===== config.mk =====
export PLATFORM = sky130hd
export DESIGN_NAME = alu16_unit_flat
export DESIGN_NICKNAME = d
export VERILOG_FILES = /design/src/rtl/alu16_unit_if.sv /design/src/rtl/alu16_unit.sv /design/src/flat_wrapper.sv
export SDC_FILE = /design/constraint.sdc
export NUM_CORES = 1
export LEC_CHECK = 0
export ABC_CLOCK_PERIOD_IN_PS = 3000
export CORE_ASPECT_RATIO = 0.5
export CORE_MARGIN = 2
export CORE_UTILIZATION = 50
export CTS_BUF_LIST = sky130_fd_sc_hd__clkbuf_2 sky130_fd_sc_hd__clkbuf_4 sky130_fd_sc_hd__clkbuf_8
export DETAILED_ROUTE_END_ITERATION = 7
export GPL_ROUTABILITY_DRIVEN = 0
export PLACE_DENSITY = 0.79
export SETUP_SLACK_MARGIN = 0.2
export SYNTH_ARGS = -nofsm -noshare
export SYNTH_HDL_FRONTEND = slang
export SYNTH_SLANG_ARGS = --single-unit

===== constraint.sdc =====
create_clock -name i_Clk -period 3 [get_ports i_Clk]
set_input_delay 0.3 -clock i_Clk [delete_from_list [all_inputs] [get_ports i_Clk]]
set_output_delay 0.3 -clock i_Clk [all_outputs]
set_load 0.005 [all_outputs]

===== src/rtl/alu16_unit_if.sv =====
// Request/response bundle for alu16_unit: start/operands in, status/result/flags out.
interface alu16_unit_if;
    logic        i_Enable;
    logic        i_Start;
    logic [1:0]  i_Op;
    logic [15:0] i_A;
    logic [15:0] i_B;
    logic [3:0]  i_F;
    logic        o_Busy;
    logic        o_Done;
    logic [15:0] o_Result;
    logic        o_Flags_Valid;
    logic [3:0]  o_External_Flags;

    modport master (
        output i_Enable, i_Start, i_Op, i_A, i_B, i_F,
        input  o_Busy, o_Done, o_Result, o_Flags_Valid, o_External_Flags
    );
    modport slave (
        input  i_Enable, i_Start, i_Op, i_A, i_B, i_F,
        output o_Busy, o_Done, o_Result, o_Flags_Valid, o_External_Flags
    );
endinterface


===== src/rtl/alu16_unit.sv =====
// Two-pass 16-bit ALU (ADD16/INC16/DEC16/ADDSPE): low byte then high byte, flags in DONE.
// Define ALU16_SP_OFFSET_EN to enable ADDSPE (op 11); otherwise op 11 requests are ignored.
module alu16_unit (
    input  logic        i_Clk,
    input  logic        i_Rst,
    alu16_unit_if.slave bus
);
    localparam logic [1:0] S_IDLE = 2'd0;
    localparam logic [1:0] S_LOW  = 2'd1;
    localparam logic [1:0] S_HIGH = 2'd2;
    localparam logic [1:0] S_DONE = 2'd3;

    localparam logic [1:0] OP_ADD16  = 2'b00;
    localparam logic [1:0] OP_INC16  = 2'b01;
    localparam logic [1:0] OP_DEC16  = 2'b10;
    localparam logic [1:0] OP_ADDSPE = 2'b11;

    logic [1:0]  state_q, state_d;
    logic [1:0]  op_q;
    logic [15:0] a_q, b_q, result_q;
    logic        z_q, c7_q, h3_q, h11_q, c15_q;

    logic        op_ok, accept;
    logic [7:0]  lo_b, hi_b;
    logic [8:0]  lo_sum, hi_sum;
    logic        flags_valid;
    logic [3:0]  ext_flags;

`ifdef ALU16_SP_OFFSET_EN
    assign op_ok = 1'b1;
`else
    assign op_ok = (bus.i_Op != OP_ADDSPE);
`endif

    assign accept = bus.i_Start && op_ok && (state_q == S_IDLE || state_q == S_DONE);

    always_comb begin
        state_d = state_q;
        case (state_q)
            S_IDLE:  if (accept) state_d = S_LOW;
            S_LOW:   state_d = S_HIGH;
            S_HIGH:  state_d = S_DONE;
            default: state_d = accept ? S_LOW : S_IDLE;
        endcase
    end

    always_comb begin
        lo_b = 8'h00;
        hi_b = 8'h00;
        case (op_q)
            OP_ADD16: begin lo_b = b_q[7:0]; hi_b = b_q[15:8]; end
            OP_INC16: begin lo_b = 8'h01;    hi_b = 8'h00;     end
            OP_DEC16: begin lo_b = 8'hFF;    hi_b = 8'hFF;     end
`ifdef ALU16_SP_OFFSET_EN
            OP_ADDSPE: begin lo_b = b_q[7:0]; hi_b = {8{b_q[7]}}; end
`endif
            default: ;
        endcase
    end

    // Nibble carries recovered as carry-into-bit = sum ^ a ^ b at bit 4 / bit 12.
    assign lo_sum = {1'b0, a_q[7:0]} + {1'b0, lo_b};
    assign hi_sum = {1'b0, a_q[15:8]} + {1'b0, hi_b} + {8'h00, c7_q};

    always_comb begin
        flags_valid = 1'b0;
        ext_flags   = 4'h0;
        if (state_q == S_DONE) begin
            if (op_q == OP_ADD16) begin
                flags_valid = 1'b1;
                ext_flags   = {z_q, 1'b0, h11_q, c15_q};
            end
`ifdef ALU16_SP_OFFSET_EN
            if (op_q == OP_ADDSPE) begin
                flags_valid = 1'b1;
                ext_flags   = {2'b00, h3_q, c7_q};
            end
`endif
        end
    end

    always_ff @(posedge i_Clk) begin
        if (i_Rst) begin
            state_q  <= S_IDLE;
            op_q     <= OP_ADD16;
            a_q      <= 16'h0000;
            b_q      <= 16'h0000;
            z_q      <= 1'b0;
            result_q <= 16'h0000;
            c7_q     <= 1'b0;
            h3_q     <= 1'b0;
            h11_q    <= 1'b0;
            c15_q    <= 1'b0;
        end else if (bus.i_Enable) begin
            state_q <= state_d;
            if (accept) begin
                op_q <= bus.i_Op;
                a_q  <= bus.i_A;
                b_q  <= bus.i_B;
                z_q  <= bus.i_F[3];
            end
            if (state_q == S_LOW) begin
                result_q[7:0] <= lo_sum[7:0];
                c7_q          <= lo_sum[8];
                h3_q          <= lo_sum[4] ^ a_q[4] ^ lo_b[4];
            end
            if (state_q == S_HIGH) begin
                result_q[15:8] <= hi_sum[7:0];
                c15_q          <= hi_sum[8];
                h11_q          <= hi_sum[4] ^ a_q[12] ^ hi_b[4];
            end
        end
    end

    assign bus.o_Busy           = (state_q == S_LOW) || (state_q == S_HIGH);
    assign bus.o_Done           = (state_q == S_DONE);
    assign bus.o_Result         = result_q;
    assign bus.o_Flags_Valid    = flags_valid;
    assign bus.o_External_Flags = ext_flags;
endmodule


===== src/flat_wrapper.sv =====
// flat-port wrapper written by rule: the top's interface ports become plain ports
module alu16_unit_flat 
  (i_Clk, i_Rst, bus_i_Enable, bus_i_Start, bus_i_Op, bus_i_A, bus_i_B, bus_i_F, bus_o_Busy, bus_o_Done, bus_o_Result, bus_o_Flags_Valid, bus_o_External_Flags);
  alu16_unit_if bus_i ();
  input  logic i_Clk;
  input  logic i_Rst;
  input wire logic [$bits(bus_i.i_Enable)-1:0] bus_i_Enable;
  input wire logic [$bits(bus_i.i_Start)-1:0] bus_i_Start;
  input wire logic [$bits(bus_i.i_Op)-1:0] bus_i_Op;
  input wire logic [$bits(bus_i.i_A)-1:0] bus_i_A;
  input wire logic [$bits(bus_i.i_B)-1:0] bus_i_B;
  input wire logic [$bits(bus_i.i_F)-1:0] bus_i_F;
  output wire logic [$bits(bus_i.o_Busy)-1:0] bus_o_Busy;
  output wire logic [$bits(bus_i.o_Done)-1:0] bus_o_Done;
  output wire logic [$bits(bus_i.o_Result)-1:0] bus_o_Result;
  output wire logic [$bits(bus_i.o_Flags_Valid)-1:0] bus_o_Flags_Valid;
  output wire logic [$bits(bus_i.o_External_Flags)-1:0] bus_o_External_Flags;
  assign bus_i.i_Enable = bus_i_Enable;
  assign bus_i.i_Start = bus_i_Start;
  assign bus_i.i_Op = bus_i_Op;
  assign bus_i.i_A = bus_i_A;
  assign bus_i.i_B = bus_i_B;
  assign bus_i.i_F = bus_i_F;
  assign bus_o_Busy = bus_i.o_Busy;
  assign bus_o_Done = bus_i.o_Done;
  assign bus_o_Result = bus_i.o_Result;
  assign bus_o_Flags_Valid = bus_i.o_Flags_Valid;
  assign bus_o_External_Flags = bus_i.o_External_Flags;
  alu16_unit u_core (.i_Clk(i_Clk), .i_Rst(i_Rst), .bus(bus_i));
endmodule

**After elaboration in Yosys (flattened, before gate mapping)**

Cells that the tools add are included.

- Bits in registers: 56
- Word-level logic and storage cells: 41
- Output and inout port bits: 23
- Input port bits: 42

- Muxes and demuxes: 9
- Reduce and logical (&&, ||, !) cells: 10
- Eq/ne operators: 7
- Add/subtract/negate cells: 3
- Bitwise operators: 2

Operators with widths:

| kind | number |
|---|---|
| $pmux 8 s3 | 1 |
| $add 8x8->9 | 2 |
| $pmux 8 s2 | 1 |
| $add 9x1->9 | 1 |
| $mux 4 | 2 |
| $reduce_and 2->1 | 4 |
| $eq 2x2->1 const B | 3 |
| $pmux 2 s3 | 1 |
| $eq 2x1->1 const B | 2 |
| $logic_not 2->1 | 2 |
| $mux 1 | 3 |
| $logic_and 1x1->1 | 2 |
| $logic_or 1x1->1 | 2 |
| $mux 2 | 1 |
| $ne 2x1->1 const B | 1 |
| $ne 2x2->1 const B | 1 |
| $xor 1x1->1 | 2 |

**Longest topological paths before layout**

Gate-level depths: netlist of the first run.

- Word-level depth: 6
- Depth in mapped cells: 12
- Gate-level depth less buffers: 11

**Least setup slack after synthesis of the first run**

Ideal clock, no wire load.

- Path kind: register to register
- Start: reg u_core.op_q[1]
- End: reg u_core.result_q[14] (netlist: u_core.bus.o_Result[14])
- Data arrival time: 2.670 ns
- Clock period less this slack: 2.740 ns
- Cell stages (with the launch flop): 12
- Path slack: 0.260 ns
- Required time: 2.930 ns
- Library setup time: 0.070 ns
- Buffers on the path: 1
- Cells stage by stage: dfxtp_1 -> inv_1 -> ha_1 -> clkbuf_1 -> a21oi_1 -> fa_1 -> fa_1 -> nand2b_2 -> a211oi_2 -> nor4_1 -> or3_1 -> a21oi_1

- Longest elaborated chain between the ends: 4
- Elaborated cells between the ends (all ways): 5
- Classes of those cells: add/sub (2); eq/ne (1); mux (1); reduce/logical (1)

Ends and longest elaborated chain:

| item | RTL line | source |
|---|---|---|
| start, declared | alu16_unit.sv:19 | `logic [1:0] op_q;` |
| start signal, assigned | alu16_unit.sv:97 | `op_q <= bus.i_Op;` |
| $eq 2x2->1 / $logic_not 2->1 (equally long branches) | alu16_unit.sv:50 | `case (op_q)` |
| $pmux 8 s2 * | alu16_unit.sv:50 |  |
| $add 8x8->9 * | alu16_unit.sv:63 | `assign hi_sum = {1'b0, a_q[15:8]} + {1'b0, hi_b} + {8'h00, c7_q};` |
| $add 9x1->9 * | alu16_unit.sv:63 |  |
| end signal, assigned | alu16_unit.sv:108 | `result_q[15:8] <= hi_sum[7:0];` |
| end, declared | alu16_unit.sv:20 | `logic [15:0] a_q, b_q, result_q;` |

Every way passes the cells marked *; elsewhere a longest branch is shown, timed or not.
A chain may end at the register's enable or synchronous reset.

**Worst setup path after layout of the first run**

- Start: reg u_core.op_q[0]
- End: reg u_core.result_q[14] (netlist: u_core.bus.o_Result[14])

Same word-level chain as after synthesis.

==> run summary, run 1 <==
• 1.51 nW — leakage component of the power
• u_core.op_q[0]$_SDFFE_PP0P_ — worst reg2reg startpoint
• 0 — Warnings, synthesis
• 0 — remaining routing DRC violations
• 0.000236 V — Max IR drop VDD
• 112 microns — horizontal extent of the die
• 4 — drt pass-1 iters
• a21oi_1 — Critical Path Most Common Cell
• 0 — final number of setup-violating endpoints
• 381 MHz — highest achievable clock rate
• 38.6% — share of Yosys cell area claimed by the top area cell type
• 0.32 ns — source-to-sink clock delay at the later pin of the worst-skew pair
• 0 — antenna-violating nets left
• 22.9% — area share of and/or/nand/nor cells after synthesis
• 2672 — routed via count
• dfxtp_1 39%, nand2_1 11%, ha_1 9.5% — Area contributors post-synth
• 4 — largest fanout of any net on the critical path
• 60 — input/output buffers
• 429 — nets in the synthesized netlist
• 11.2 mm — first-pass GRT wire length
• 481 — fin nets
• 56 — clock sinks
• 26.0% — area overhead of the layout relative to synthesis
• 0 — Post-synth EDFFs
• 0.37 ns — reg-to-reg slack, setup
• 8.03 sq um — average cell area after synthesis
• simple AND/OR/NAND/NOR gates — largest family of logic cells by synthesized area
• flop — crit end category
• 5 — CTS Buf Count
• 0 ns — final sum of negative setup slack
• 0.00220 ns — setup skew after layout
• 2 — deepest level of the CTS H-tree
• dfxtp_1 — Most used DFF post-synth
• 87.5% — ratio of final minimum period to clock period
• 0.00648 sq mm — Die Area
• 0.39 ns — delay contributed by the slowest stage of the critical path
• 4.98 mm — detailed placement HPWL
• 172 — first-iteration detailed-routing DRC count
• 3.25 ns — data required time of the critical path
• 57.9 microns — Die Y
• dfxtp_1 — Synth area leader
• 2 — Cells on Worst Hold Path
• 362 — gate count of the mapped netlist
• 42 — count of cell types in the netlist
• 1.21% — xor and xnor fraction of the mapped netlist area
• u_core.bus.o_Result[4]$_SDFFE_PP0P_ — startpoint of the most critical hold path
• 0.689% — portion of netlist area occupied by mux cells
• done — TritonCTS clock tree
• 13.6 microns — mean routed wirelength per cell
• 0 — number of buffers added to fix hold violations after cts
• 20.5% — synthesized-area fraction occupied by ao, oa, aoi and oai cells
• 0.00291 sq mm — summed instance area of the synthesized netlist
• 6.27% — fraction of layout cells with a size suffix above 1
• 2.63 ns — crit path time final
• 0.09 ns — clock-pin transition on the worst setup and hold timing paths
• 0.569 ns — Slew @ Worst Pin
• no — RSZ-0062 raised after global routing
• 0% — async set-or-reset flop fraction in the synthesized netlist
• 0 — antenna fix cells
• 0 — hold violation total from the final report
• fa_1 — slowest CP cell
• 52.5% — initial standard-cell utilization of the core
• flop to flop — class of the most critical hold timing path
• finished, final reports clean — status
• 59 — maximum number of pins on one net before global-route repair
• 62.0% — worst slew margin relative to its limit
• 420 mW/mm^2 — power density over cell area
• 2 — buffer depth of the longest clock path
• u_core.bus.o_Result[14]$_SDFFE_PP0P_ — R2R Path End
• 5.48 — per-cell via count in the routed design
• 56 — count of state elements after synthesis
• 19 — Std-Cell Rows
• 0 — Slew Limit Fails
• flop to flop — crit path kind
• flop — CP startpoint kind
• inv_2, ha_2, a21oi_1, fa_2, fa_1, nand2b_2, a211oi_4, nor4_1, or3_1, a21oi_1 — list of cells traversed by the critical path
• 0.00554 sq mm — Core Region
• u_core.bus.o_Result[4]$_SDFFE_PP0P_ — worst min-delay path endpoint
• 66.1% — final cell utilization of the core
• 0 — reported max-cap violation count
• 38.6% — post-synthesis sequential area ratio
• 2539 — via count of the first global-routing pass
• 21.4% — Tot GR Track Use
• 10 — cell depth of the worst flop-to-flop path
• 0 — number of antenna violations at the first check in global routing
• clkbuf_8 — cell at the root of the clock tree
• 2.88 ns — data arrival time of the critical path
• 0 — gr ovfl total
• 6.65 mm — Final Routed Wirelength
• 11.5% — Post-Synth Adder-Cell Area
• 65 — number of primary I/O pins
[synth_stat cells (3+ instances only)]
master	count
nor2_1	14
nor4b_1	4
fa_1	3
and2_1	5
a21oi_1	50
a21o_1	15
nand4_1	3
nand2_1	89
or4_1	7
dfxtp_1	56
a211oi_1	8
o31a_1	3
or3_1	3
nand3_1	8
o22ai_1	3
and3_1	3
ha_1	22
buf_2	3
buf_4	4
inv_1	9
o21ai_0	8
a31oi_1	3
clkbuf_1	13
[state kept, by name, summed over array words and instances, names as in the netlist]
| signal | count |
|---|---|
| u_core.a_q | 16 |
| u_core.b_q | 16 |
| u_core.bus.o_Result | 16 |
| u_core.c15_q | 1 |
| u_core.c7_q | 1 |
| u_core.h11_q | 1 |
| u_core.op_q | 2 |
| u_core.state_q | 2 |
| u_core.z_q | 1 |
[final cells by class]
type / count / area, sq um
clock buffer: 8 / 97.6
fill: 484 / 1880
inverter: 10 / 37.5
multi-input combinational: 276 / 1680
sequential: 56 / 1120
tap: 73 / 91.3
timing repair buffer: 65 / 633
[report_power, final]
part           switching, W  total [W]  internal (W)
combinational      0.000152   0.000291      0.000140
clock              0.000244   0.000451      0.000207
sequential        0.0000216   0.000797      0.000775
total              0.000417    0.00154       0.00112
[logic make-up (layout without fill, tap and decap cells)]
family / Yosys count / in the layout
and+or+nand+nor: 146 / 146
AOI/OAI and AO/OA: 98 / 98
DFF: 56 / 56
buffers and inverters: 30 / 83
adders and majority gates: 25 / 25
xor gates and xnor gates: 4 / 4
muxes: 2 / 2
other: 1 / 1
[how the worst max path moves through the flow]
stage,from,to,slack [ns],cells after the start
after global routing,u_core.op_q[1]$_SDFFE_PP0P_,u_core.bus.o_Result[14]$_SDFFE_PP0P_,0.19,10
after global placement,u_core.op_q[0]$_SDFFE_PP0P_,u_core.bus.o_Result[14]$_SDFFE_PP0P_,0.32,10
after CTS,u_core.op_q[1]$_SDFFE_PP0P_,u_core.bus.o_Result[14]$_SDFFE_PP0P_,0.26,9
after detailed placement,u_core.op_q[0]$_SDFFE_PP0P_,u_core.bus.o_Result[14]$_SDFFE_PP0P_,0.22,10
after floorplan,u_core.op_q[1]$_SDFFE_PP0P_,u_core.bus.o_Result[14]$_SDFFE_PP0P_,0.26,11
final,u_core.op_q[0]$_SDFFE_PP0P_,u_core.bus.o_Result[14]$_SDFFE_PP0P_,0.37,10
[placed cells by master (no fill, tap or decap), types with 3 or more instances in the layout]
| master | synthesis | final |
|---|---|---|
| or3_1 | 3 | 3 |
| o21ai_0 | 8 | 8 |
| dfxtp_1 | 56 | 55 |
| inv_1 | 9 | 8 |
| a21o_1 | 15 | 15 |
| a211oi_1 | 8 | 8 |
| nand3_1 | 8 | 8 |
| buf_4 | 4 | 5 |
| nand4_1 | 3 | 3 |
| o31a_1 | 3 | 3 |
| clkdlybuf4s50_1 | 0 | 59 |
| and2_1 | 5 | 5 |
| ha_1 | 22 | 20 |
| and3_1 | 3 | 3 |
| nor2_1 | 14 | 14 |
| nand2_1 | 89 | 89 |
| nor4b_1 | 4 | 4 |
| a21oi_1 | 50 | 50 |
| or4_1 | 7 | 7 |
| o22ai_1 | 3 | 3 |
| clkbuf_8 | 0 | 6 |
| a31oi_1 | 3 | 3 |
[worst max-delay path, delay by kind of cell (launching register included)]
| family | cells | cell delay, ns |
|---|---|---|
| AND/OR/NAND/NOR | 3 | 0.65 |
| adder cells (fa/ha/maj) | 3 | 0.96 |
| buffers and inverters | 1 | 0.09 |
| flip-flops | 1 | 0.36 |
| AO/OA/AOI/OAI | 3 | 0.51 |
[repair_timing]
item,in CTS,in global routing
gates resized for setup,1,6
endpoints found under the hold margin,0,0
setup endpoints to repair,1,1
buffers inserted,0,1
pin swaps,0,1
[through the flow]
| step | power (W) | setup WS, ns | area (sq um) | hold WS [ns] | cells |
|---|---|---|---|---|---|
| 2_1_floorplan | 0.000989 | 0.260 | 2910 | 0.432 | 362 |
| 3_3_place_gp | 0.00109 | 0.316 | 3530 | 0.442 | 479 |
| 3_5_place_dp | 0.00110 | 0.216 | 3530 | 0.448 | 479 |
| 4_1_cts | 0.00154 | 0.263 | 3630 | 0.456 | 487 |
| 5_1_grt | 0.00162 | 0.193 | 3660 | 0.480 | 488 |
| 6_report | 0.00154 | 0.375 | 3660 | 0.458 | 488 |
[layer usage]
metal | GRT usage (%) | part of all wire, % | wire length (microns)
met4 | 7.76 | 1.2 | 82
met3 | 4.50 | 4.2 | 277
met1 | 26.2 | 46 | 3030
met2 | 38.4 | 49 | 3260
met5 | 0 | 0 | 0
Power figures use the tool's default switching activity.
==> inputs of run 2 (changes only) <==
- ABC_CLOCK_PERIOD_IN_PS: 3000 -> not set
- RECOVER_POWER: not set -> 50
==> run 2 against run 1 <==
  * Design area shrank 0.17%
  * Critical endpoint unchanged
  * Clock power is essentially flat
  * Combinational power is essentially flat
  * Sequential power is essentially flat
  * Largest power group unchanged
==> run summary, run 2 (synthesis results as in run 1) <==
• finished, final reports clean — status
• 486 — total of fill cells in the finished design, +0.41%
• 0 — antenna fix cells, unchanged
• 60 — input/output buffers, unchanged
• 65 — number of primary I/O pins, unchanged
• 0 — hold violation total from the final report, unchanged
• 89 x nand2_1, 55 x dfxtp_1, 50 x a21oi_1 — commonest cells after routing, fill and taps aside
• 112 microns — horizontal extent of the die, unchanged
• 0 — reported max-cap violation count, unchanged
• 0 — antenna-violating nets left, unchanged
• 4 — largest fanout of any net on the critical path, unchanged
• 0.00168 sq mm — area of the multi-input gates, -0.15%
• 2677 — routed via count, +0.19%
• 10 — cell depth of the worst flop-to-flop path, unchanged
• 10 — critical path depth, unchanged
• no — RSZ-0062 raised after global routing
• adder cells — Top delay family on crit path
• 1 — WP buf/inv, unchanged
• 2539 — via count of the first global-routing pass, unchanged
• 372 MHz — highest achievable clock rate, -2.3%
• 52.5% — initial standard-cell utilization of the core, unchanged
• 0 — gr ovfl total, unchanged
• 0 — number of buffers added to fix hold violations after cts, unchanged
• u_core.bus.o_Result[14]$_SDFFE_PP0P_ — R2R Path End
• 2.86% — worst slew margin relative to its limit, -59 points
• 0.00554 sq mm — Core Region, unchanged
• 0.09 ns — clock-pin transition on the worst setup and hold timing paths, about the same
• 1.46 ns — Slew @ Worst Pin, +0.888 ns
• a21oi_1 — Critical Path Most Common Cell
• 4.98 mm — detailed placement HPWL, unchanged
• 59 — maximum number of pins on one net before global-route repair, unchanged
• 0 — Slew Limit Fails, unchanged
• u_core.bus.o_Result[14]$_SDFFE_PP0P_ — Worst Setup EP
• nand2_1 — most common cell after layout, fill and taps aside
• 11.2 mm — first-pass GRT wire length, unchanged
• done — TritonCTS clock tree
• 25.7% — area overhead of the layout relative to synthesis
• 152 — first-iteration detailed-routing DRC count, -12%
• inv_1, ha_1, a21oi_1, fa_2, fa_1, nand2b_2, a211oi_4, nor4_1, or3_1, a21oi_1 — list of cells traversed by the critical path
• flop — CP startpoint kind
• 0 — final number of setup-violating endpoints, unchanged
• 0.39 ns — delay contributed by the slowest stage of the critical path, about the same
• 2.69 ns — crit path time final, +0.0613 ns
• 89.6% — ratio of final minimum period to clock period, +2.0 points
• clkbuf_8 — cell at the root of the clock tree
• 4 — drt pass-1 iters, unchanged
• fa_1 — slowest CP cell
• 420 mW/mm^2 — power density over cell area, -0.15%
• 0 ns — final sum of negative setup slack, unchanged
• 0.32 ns — source-to-sink clock delay at the later pin of the worst-skew pair, about the same
• 0.00335 ns — setup skew after layout, +0.00115 ns
• 13.6 microns — mean routed wirelength per cell, -0.21%
• 1.56 nW — leakage component of the power, +3.8%
• flop to flop — class of the most critical hold timing path
• 5 — CTS Buf Count, unchanged
• 0 — number of antenna violations at the first check in global routing, unchanged
• 481 — fin nets, unchanged
• 56 — clock sinks, unchanged
• 19 — Std-Cell Rows, unchanged
• 0.00648 sq mm — Die Area, unchanged
• 0.00112 sq mm — sequential cell area, unchanged
• 0 — remaining routing DRC violations, unchanged
• flop — crit end category
• 2 — deepest level of the CTS H-tree, unchanged
• 5.49 — per-cell via count in the routed design, +0.19%
• flop to flop — crit path kind
• 3.25 ns — data required time of the critical path, about the same
• u_core.op_q[0]$_SDFFE_PP0P_ — critical path startpoint
• 0.455 ns — worst hold margin, -0.00368 ns
• 21.4% — Tot GR Track Use, unchanged
• 2.94 ns — data arrival time of the critical path, +0.06 ns
• 0.000234 V — Max IR drop VDD, -0.72%
• 6.64 mm — Final Routed Wirelength, -0.21%
• 0.31 ns — reg-to-reg slack, setup, -0.06 ns
• u_core.op_q[0]$_SDFFE_PP0P_ — worst reg2reg startpoint
• 2 — buffer depth of the longest clock path, unchanged
• 57.9 microns — Die Y, unchanged
• 5.54% — fraction of layout cells with a size suffix above 1, -0.72 points
-- run 2: cell type report --
| class | count | share of cell area (%) |
|---|---|---|
| Inverter | 10 | 1.03 |
| Multi-Input combinational cell | 276 | 45.9 |
| Sequential cell | 56 | 30.7 |
| Timing Repair Buffer | 65 | 17.2 |
| Tap cell | 73 | 2.50 |
| Clock buffer | 8 | 2.67 |
-- run 2: metrics by stage --
| step | instances | instance area, sq um | setup WS (ns) | total power, W | util, % |
|---|---|---|---|---|---|
| after detailed placement | 479 | 3530 | 0.216 | 0.00110 | 63.7 |
| after global routing | 488 | 3650 | 0.116 | 0.00161 | 66.0 |
| after global placement | 479 | 3530 | 0.316 | 0.00109 | 63.7 |
| after floorplan | 362 | 2910 | 0.260 | 0.000989 | - |
| final | 488 | 3650 | 0.313 | 0.00153 | 66.0 |
| after CTS | 487 | 3630 | 0.263 | 0.00154 | 65.5 |
-- run 2: repair_timing --
item / 4_1_cts / 5_1_grt
buffers inserted: 0 / 1
gates resized for setup: 1 / 6
setup endpoints to repair: 1 / 1
gates cloned: 0 / 0
pin swaps: 0 / 1
-- run 2: layer usage --
layer  wire length [microns]  GRT usage [%]  vias to the layer above
li1                        -              -                     1354
met1                    2970           26.2                     1261
met2                    3280           38.4                       54
met3                     305           4.50                        8
met4                      82           7.76                        0
met5                       0              0                        -
-- run 2: worst min path at each step --
stage                                          from                                    to  slack (ns)  cells after the start
3_3_place_gp    u_core.bus.o_Result[4]$_SDFFE_PP0P_   u_core.bus.o_Result[4]$_SDFFE_PP0P_        0.44                      2
3_5_place_dp   u_core.bus.o_Result[14]$_SDFFE_PP0P_  u_core.bus.o_Result[14]$_SDFFE_PP0P_        0.45                      2
4_1_cts                                       i_Rst  u_core.bus.o_Result[15]$_SDFFE_PP0P_        0.46                      4
6_report        u_core.bus.o_Result[4]$_SDFFE_PP0P_   u_core.bus.o_Result[4]$_SDFFE_PP0P_        0.45                      2
5_1_grt                 u_core.b_q[14]$_SDFFE_PP0P_           u_core.b_q[14]$_SDFFE_PP0P_        0.48                      2
2_1_floorplan               u_core.z_q$_SDFFE_PP0P_               u_core.z_q$_SDFFE_PP0P_        0.43                      2
-- run 2: worst reg2reg max path: cells and delay by family (launching register included) --
kind	cells	cell delay [ns]
adders and majority gates	3	0.98
and+or+nand+nor	3	0.65
AOI/OAI and AO/OA	3	0.52
DFF	1	0.35
buffers and inverters	1	0.12
-- run 2: power by group --
group / total [W] / switching (W) / internal [W]
sequential: 0.000796 / 0.0000212 / 0.000775
combinational: 0.000288 / 0.000152 / 0.000136
clock: 0.000450 / 0.000242 / 0.000207
==> inputs of run 3 (changes only) <==
- SETUP_SLACK_MARGIN: 0.2 -> not set
==> run 3 against run 2 <==
  * Setup slack worse by 0.055 ns
  * Largest cell class unchanged
  * Cell count fell by 0.20%
  * Register-to-register slack lost 0.05 ns
  * Highest routed layer unchanged
==> run summary, run 3 (synthesis results as in run 1) <==
• finished, final reports clean — status
• 187 — first-iteration detailed-routing DRC count, +23%
• no — RSZ-0062 raised after global routing
• 6.59 mm — Final Routed Wirelength, -0.69%
• 1.56 nW — leakage component of the power, -0.56%
• 0.00205 ns — setup skew after layout, -0.00130 ns
• 91.4% — ratio of final minimum period to clock period, +1.8 points
• 0 — remaining routing DRC violations, unchanged
• clkbuf_8 — cell at the root of the clock tree
• 21.4% — Tot GR Track Use, -0.023 points
• 57.9 microns — Die Y, unchanged
• nand2_1 — most common cell after layout, fill and taps aside
• 4.98 mm — detailed placement HPWL, unchanged
• 24.8% — area overhead of the layout relative to synthesis
• 2533 — via count of the first global-routing pass, -0.24%
• 0 — number of buffers added to fix hold violations after cts, unchanged
• 0 — setup fix buffers added after clock tree synthesis, unchanged
• 59 — maximum number of pins on one net before global-route repair, unchanged
• flop — crit end category
• 2 — deepest level of the CTS H-tree, unchanged
• 89 x nand2_1, 56 x dfxtp_1, 50 x a21oi_1 — commonest cells after routing, fill and taps aside
• 65 — number of primary I/O pins, unchanged
• 2.99 ns — data arrival time of the critical path, +0.05 ns
• 52.5% — initial standard-cell utilization of the core, unchanged
• 0.00153 W — total power draw, -0.33%
• 19 — Std-Cell Rows, unchanged
• 0 — number of antenna violations at the first check in global routing, unchanged
• 8 — largest fanout of any net on the critical path, +4
• 2 — buffer depth of the longest clock path, unchanged
• 5.81% — worst slew margin relative to its limit, +3.0 points
• 1.41 ns — Slew @ Worst Pin, -0.0443 ns
• 2.74 ns — crit path time final, +0.0546 ns
• 0 — gr ovfl total, unchanged
• 0.00353 sq mm — dpl cell area, unchanged
• 0.00363 sq mm — post-route design area, -0.79%
• 365 MHz — highest achievable clock rate, -2.0%
• 422 mW/mm^2 — power density over cell area, +0.46%
• 0 — reported max-cap violation count, unchanged
• 493 — total of fill cells in the finished design, +1.4%
• 480 — fin nets, -0.21%
• ha_2, a21oi_1, fa_1, fa_1, nand2b_2, a211oi_2, nor4_1, or3_1, a21oi_1 — list of cells traversed by the critical path
• done — TritonCTS clock tree
• 2660 — routed via count, -0.64%
• 0.00112 sq mm — sequential cell area, -0.11%
• flop to flop — class of the most critical hold timing path
• 0.000234 V — Max IR drop VDD, -0.18%
• 0.00554 sq mm — Core Region, unchanged
• 4 — drt pass-1 iters, unchanged
• 112 microns — horizontal extent of the die, unchanged
• 4.83% — fraction of layout cells with a size suffix above 1, -0.71 points
• 0 — antenna fix cells, unchanged
• 0.00648 sq mm — Die Area, unchanged
• 11.2 mm — first-pass GRT wire length, -0.12%
• 56 — clock sinks, unchanged
• 65.5% — final cell utilization of the core, -0.52 points
• flop to flop — crit path kind
• flop — CP startpoint kind
• 0.09 ns — clock-pin transition on the worst setup and hold timing paths, about the same
• 0.31 ns — source-to-sink clock delay at the later pin of the worst-skew pair, about the same
• 5 — CTS Buf Count, unchanged
• 0 ns — final sum of negative setup slack, unchanged
• 0.42 ns — delay contributed by the slowest stage of the critical path, +0.03 ns
• 0 — antenna-violating nets left, unchanged
• 13.5 microns — mean routed wirelength per cell, -0.49%
• 60 — input/output buffers, unchanged
• 0 — final number of setup-violating endpoints, unchanged
• 3.25 ns — data required time of the critical path, about the same
• 0.00166 sq mm — area of the multi-input gates, -1.2%
• 5.46 — per-cell via count in the routed design, -0.43%
• 0 — post_cts resized, -1
• 0 — Slew Limit Fails, unchanged
• 0 — hold violation total from the final report, unchanged
• dfxtp_1 — slowest CP cell
==> run 3: changes by cell type in the layout (fill, tap and decap cells not counted) <==
cell	delta
ha_4	-1
buf_4	-1
a211oi_2	+1
ha_2	+1
dfxtp_1	+1
a211oi_4	-1
dfxtp_2	-1
fa_1	+1
fa_2	-1
==> run 3: per-layer routing <==
| metal | global-route usage [%] | vias to the layer above | routed length [microns] |
|---|---|---|---|
| met5 | 0 | - | 0 |
| li1 | - | 1351 | - |
| met4 | 7.76 | 0 | 82 |
| met3 | 4.50 | 8 | 301 |
| met2 | 38.3 | 53 | 3200 |
| met1 | 26.2 | 1248 | 3000 |
==> run 3: final timing paths <==
kind | start | endpoint | slack [ns] | depth (start not counted)
setup / recovery | u_core.op_q[1]$_SDFFE_PP0P_ | u_core.bus.o_Result[14]$_SDFFE_PP0P_ | 0.26 | 9
hold reg to reg | u_core.bus.o_Result[4]$_SDFFE_PP0P_ | u_core.bus.o_Result[4]$_SDFFE_PP0P_ | 0.45 | 2
hold / removal | u_core.bus.o_Result[4]$_SDFFE_PP0P_ | u_core.bus.o_Result[4]$_SDFFE_PP0P_ | 0.45 | 2
setup reg to reg | u_core.op_q[1]$_SDFFE_PP0P_ | u_core.bus.o_Result[14]$_SDFFE_PP0P_ | 0.26 | 9
==> run 3: layout make-up <==
class	instances	area share, %
sequential	56	30.9
clock buffer	8	2.69
inverter	10	1.04
timing repair buffer	64	17.1
tap	73	2.52
multi-input combinational	276	45.7
==> run 3: per-stage QoR <==
stage                     setup WS (ns)  hold slack (ns)  cells
after floorplan                   0.260            0.432    362
after global placement            0.316            0.442    479
after detailed placement          0.216            0.448    479
after CTS                         0.186            0.456    487
after global routing             0.0150            0.480    487
final                             0.259            0.455    487
==> run 3: power by group <==
part | switching (W) | internal, W | total, W
logic | 0.000150 | 0.000135 | 0.000285
clock network | 0.000241 | 0.000207 | 0.000448
registers | 0.0000209 | 0.000775 | 0.000796
total | 0.000411 | 0.00112 | 0.00153
==> run 3: worst max-delay path, delay by kind of cell (launching register included) <==
kind | cells | cell delay [ns]
AOI/OAI and AO/OA | 3 | 0.51
adders and majority gates | 3 | 1.11
DFF | 1 | 0.42
and+or+nand+nor | 3 | 0.64
